**src/rtl/all_gates_pkg.sv**
```systemverilog
// Shared constants for the two-input gate bank: result width and the bit
// position of each gate function inside the result vector.
package all_gates_pkg;

  localparam int RES_W = 6;

  localparam int IDX_AND  = 0;
  localparam int IDX_OR   = 1;
  localparam int IDX_NAND = 2;
  localparam int IDX_NOR  = 3;
  localparam int IDX_XOR  = 4;
  localparam int IDX_XNOR = 5;

  localparam int CNT_W_MIN = 2;
  localparam int CNT_W_MAX = 16;

endpackage

```
**src/rtl/all_gates_gate_bank.sv**
```systemverilog
// Purely combinational evaluation of the six two-input gate functions.
module gate_bank
  import all_gates_pkg::*;
(
  input  logic             a,
  input  logic             b,
  output logic [RES_W-1:0] res
);

  assign res[IDX_AND]  =   a & b;
  assign res[IDX_OR]   =   a | b;
  assign res[IDX_NAND] = ~(a & b);
  assign res[IDX_NOR]  = ~(a | b);
  assign res[IDX_XOR]  =   a ^ b;
  assign res[IDX_XNOR] = ~(a ^ b);

endmodule

```
**src/rtl/all_gates.sv**
```systemverilog
// Registers the gate-bank result on enabled edges, flags the first capture
// and keeps a saturating count of captures that altered the result.
module all_gates
  import all_gates_pkg::*;
#(
  parameter int CNT_W = 8
) (
  input  logic             clk,
  input  logic             rst,
  input  logic             en,
  input  logic             a,
  input  logic             b,
  output logic [RES_W-1:0] ot,
  output logic             ot_valid,
  output logic [CNT_W-1:0] chg_cnt
);

  localparam logic [CNT_W-1:0] CNT_MAX = {CNT_W{1'b1}};
  localparam logic [CNT_W-1:0] CNT_ONE = CNT_W'(1);

  if (CNT_W < CNT_W_MIN || CNT_W > CNT_W_MAX) begin : g_bad_cnt_w
    $error("all_gates: CNT_W out of range");
  end

  logic [RES_W-1:0] gate_vec;
  logic             vec_changed;

  gate_bank u_gate_bank (
    .a   (a),
    .b   (b),
    .res (gate_vec)
  );

  // Reset value 0 never matches a gate vector, so the first capture counts.
  assign vec_changed = (gate_vec != ot);

  always_ff @(posedge clk) begin
    if (rst) begin
      ot       <= '0;
      ot_valid <= 1'b0;
      chg_cnt  <= '0;
    end else if (en) begin
      ot       <= gate_vec;
      ot_valid <= 1'b1;
      if (vec_changed && chg_cnt != CNT_MAX) begin
        chg_cnt <= chg_cnt + CNT_ONE;
      end
    end
  end

endmodule

```
**config.mk**
```make
export PLATFORM = sky130hd
export DESIGN_NAME = all_gates
export DESIGN_NICKNAME = d
export VERILOG_FILES = /design/src/rtl/all_gates_pkg.sv /design/src/rtl/all_gates_gate_bank.sv /design/src/rtl/all_gates.sv
export SDC_FILE = /design/constraint.sdc
export NUM_CORES = 1
export LEC_CHECK = 0
export CAP_MARGIN = 5
export CORE_MARGIN = 2
export CORE_UTILIZATION = 46
export CTS_CLUSTER_DIAMETER = 50
export DETAILED_ROUTE_END_ITERATION = 10
export PLACE_DENSITY_LB_ADDON = 0.1
export SYNTH_ARGS = -nofsm -noshare
export SYNTH_HDL_FRONTEND = slang
export SYNTH_SLANG_ARGS = --single-unit
```
**constraint.sdc**
```tcl
create_clock -name clk -period 2.2 [get_ports clk]
set_input_delay 0.22 -clock clk [delete_from_list [all_inputs] [get_ports clk]]
set_output_delay 0.22 -clock clk [all_outputs]
set_load 0.01 [all_outputs]
```
# Yosys cells after proc, flatten, opt, wreduce, memory -nomap -nowiden
# Cells that the tools add are included.
# totals
reg_bits	15
latchBits	0
ram_bits	0
rom_bits	0
input_bits	5
out_inout_bits	15
wordCells	14
n_memories	0
# op_classes
n_addsub	1
mul	0
n_div	0
order_cmp	0
n_eq_ne	2
shifts	0
muxes	0
n_bitwise	6
reduce_logical	2
# op_table
operator	n
adder 8 x 1 -> 8 bit (second input constant)	1
!= test 8 bit (second input constant)	1
!= test 6 bit	1
inverter 1 bit	3
AND reduction 2 bit	1
AND 1 bit	1
logical AND 1 bit	1
OR 1 bit	1
XOR 1 bit	1

# Longest topological paths before layout
# depth
ltp_word	5
depth_mapped	7
depth_no_buf	6

# Modules after synthesis
# From an unflattened synthesis, not the netlist that was laid out.
# unflattened
hier_cells	83
area_unflattened_um2	758.2
# modules_own_cells
module	instances	cells_each	area_each_um2	seq_area_each_um2
all_gates	1	74	689.4	300.3
gate_bank	1	9	68.8	0.0

# Worst setup path after synthesis
# No wires, ideal clock.
# synth_path
path_type	input -> register
start	input a
end	register chg_cnt[4]
arrival_ps	1783
required_ps	2077
slack_ps	293
path_stages	6
n_path_buf	0
cell_sequence	inv_1 ha_1 or3b_1 a222oi_1 nor3_1 mux2_1
# synth_between
elab_chain_len	5
word_cells_on_any_way	9
classes_between	eq/ne (1); bitwise (6); reduce/logical (2)
# synth_rtl
item	line	text
start, declared	all_gates.sv:11	input logic a,
XOR 1 bit *	all_gates_gate_bank.sv:14	assign res[IDX_XOR] = a ^ b;
named net gate_vec[4]	all_gates.sv:25	logic [RES_W-1:0] gate_vec;
inverter 1 bit	all_gates_gate_bank.sv:15	assign res[IDX_XNOR] = ~(a ^ b);
!= test 6 bit *	all_gates.sv:35	assign vec_changed = (gate_vec != ot);
logical AND 1 bit *	all_gates.sv:45	if (vec_changed && chg_cnt != CNT_MAX) begin
AND reduction 2 bit (no source line) *	n/a	
end signal, assigned	all_gates.sv:46	chg_cnt <= chg_cnt + CNT_ONE;
end, declared	all_gates.sv:15	output logic [CNT_W-1:0] chg_cnt
# The timed path passes the listed nets; every way through them passes the cells marked *.
# A chain may end at the register's enable or synchronous reset.

# Worst setup path in the final report
# Ends and elaborated chain as after synthesis.

==> metrics.yaml <==
synth:
  synth_compound_area_frac: 0.157
  synth_mux_area_frac: 0.0828
  synth_commonest_cells: "dfxtp_1, nor2_1, a21oi_1"
  synthAdderAreaFrac: 0.0507
  synthArstFlopShare: 0
  yosysTopAreaCellShare: 0.405
  synth_cells: 83
  yosysUniqueCellTypes: 29
  yosys.area_share.simple: 0.258
  syn_nets: 91
  synth-edff-count: 0
  synth-main-ff-cell: "dfxtp_1"
  synthTopCellsByArea: "dfxtp_1, mux2i_1, ha_1, nor2_1, a21oi_1"
  yosysSeqAreaShare: 0.405
  synth.most_common_cell: "dfxtp_1"
  synth_top_family_by_area: "simple AND/OR/NAND/NOR gates"
  yosysTopAreaCell: "dfxtp_1"
  yosys_warnings: 0
  synth_seq_cells: 15
  synth_xor_area_frac: 0
  synth_area_sq_um: 741
  syn_area_per_cell_sq_um: 8.92
placed_design:
  gp_congestion: 0.800
  numPortBuffers: 19
  dpl.hpwl_mm: 1.25
  placed_area_sq_um: 988
timing:
  hold_ws_ns: 0.496
  worst_pin_slew_ns: 0.572
  rsz0062_at_grt: "false"
  fmax_mhz: 481
  setup_violations: 0
  finalMaxSlewViolations: 0
  slew_headroom: 0.615
  fin_worst_skew_ns: 0.00416
  hold_viol: 0
  period_needed_ns: 2.08
  finalCritPeriodShare: 0.944
die:
  io_pins: 20
  core_region_area_sq_um: 1510
  die_w_microns: 44.1
  die_area_sq_um: 1950
  start_util: 0.492
  die_h_microns: 44.1
  rows: 14
grt:
  grt.overflow.total: 0
  grt_pass1_vias: 698
  grt.total_usage: 0.207
  antenna_found_initial: 0
  grt_pass1_wl_mm: 2.97
  grt_max_degree: 11
cts:
  cts_resized: 0
  cts_made_buffers: 3
  tritoncts: "done"
  hold_buffers: 0
  htreeDepth: 1
  clock_path_buffers: 2
  cts.clk_slew.worst_paths_ns: 0.08
  cts_root_buf: "clkbuf_4"
  clkLatencyLatePin_ns: 0.28
  clock_sinks: 15
  cts_setup_buffers: 0
detailed_routing:
  wl_per_cell_microns: 13.1
  wl_mm: 1.65
  viasPerCell: 5.77
  vias: 727
  ant_nets: 0
  firstDrtPassIters: 4
  drc: 0
  drt_iter0_markers: 12
worst_setup_path:
  crit_family: "buffers and inverters"
  critPathMaxStageDelay_ns: 0.48
  crit_path_end_kind: "flop"
  crit_required_ns: 2.37
  critPathBufInv: 3
  worstPathCellList: "clkdlybuf4s50_1 > inv_1 > ha_1 > or3b_1 > a222oi_1 > buf_4 > nor3_1 > mux2_1"
  slowest_stage: "clkdlybuf4s50_1"
  start_kind: "input pin"
  arrival_ns: 2.25
  cp_max_fo: 10
  crit_type: "in -> reg"
final_layout:
  drive_gt1_frac: 0.127
  areaGrowthSynthToFinish_pct: 37.0
  fin_util: 0.674
  fin_area_sq_um: 1010
  final_nets: 119
  diodes: 0
run_status:
  run_status: "completed"
worst_hold_path:
  min_path_type: "reg -> reg"
pwr:
  ir_drop_mv: 0.405
  p_leak_nw: 0.389
  powerDensity_nw_per_um2: 523
flow_run:
  max_cap_violations: 0
[tightest hold or removal path, delay by kind of cell, from the launching register on]
kind | cells | cell delay, ns
simple gates | 2 | 0.14
flops | 1 | 0.32
[cells by family after synthesis]
logic type,Yosys count
AOI/OAI and AO/OA,19
adders and majority gates,3
buffers and inverters,8
DFF,15
muxes,6
and+or+nand+nor,32
[state kept, by name, indices dropped and copies added (netlist names)]
signal    count
chg_cnt       8
ot            6
ot_valid      1
[power by group]
| part | leakage (nW) | switching [mW] | internal (mW) |
|---|---|---|---|
| registers | 0.123 | 0.0102 | 0.283 |
| logic | 0.251 | 0.0357 | 0.0490 |
| clock network | 0.0150 | 0.0825 | 0.0705 |
| total | 0.389 | 0.128 | 0.402 |
[area by class of cell]
cell class | instances | area [sq um]
Clock buffer | 4 | 26.3
Fill cell | 131 | 492
Inverter | 5 | 18.8
Multi-Input combinational cell | 60 | 407
Sequential cell | 15 | 300
Tap cell | 16 | 20.0
Timing Repair Buffer | 26 | 243
[per-layer routing]
metal	routed length (microns)	track usage	up-vias
li1	-	-	358
met1	711	0.249	345
met2	803	0.315	19
met3	104	0.0776	5
met4	33	0.121	0
met5	0	0	-
[placed cells by master (no fill, tap or decap), types with 3 or more instances in the layout]
cell type / count
mux2i_1: 5
o31ai_1: 3
nor2_1: 9
or3b_1: 3
o21ai_1: 5
nand2_1: 3
buf_4: 7
inv_1: 5
nand3b_1: 3
ha_1: 3
clkdlybuf4s50_1: 19
dfxtp_1: 15
clkbuf_4: 3
a21oi_1: 6
[metrics by stage]
stage / setup TNS, ns / worst slack, ns / instances / power (mW)
final: 0 / 0.123 / 126 / 0.531
after CTS: 0 / 0.126 / 126 / 0.538
after detailed placement: -0.561 / -0.189 / 122 / 0.384
after floorplan: 0 / 0.293 / 83 / 0.338
after global routing: 0 / 0.0280 / 126 / 0.563
after global placement: -0.271 / -0.124 / 122 / 0.382
[path summary, 6_finish.rpt]
kind              slack (ns)  depth (start not counted)                      end                  start
hold / removal          0.50                          2    ot_valid$_SDFFE_PP0P_  ot_valid$_SDFFE_PP0P_
hold reg to reg         0.50                          2    ot_valid$_SDFFE_PP0P_  ot_valid$_SDFFE_PP0P_
setup / recovery        0.12                          8  chg_cnt[4]$_SDFFE_PP0P_                      a
setup reg to reg        0.41                          5  chg_cnt[4]$_SDFFE_PP0P_     ot[2]$_SDFFE_PP0P_
No activity file was read; power rests on OpenSTA's default activity.
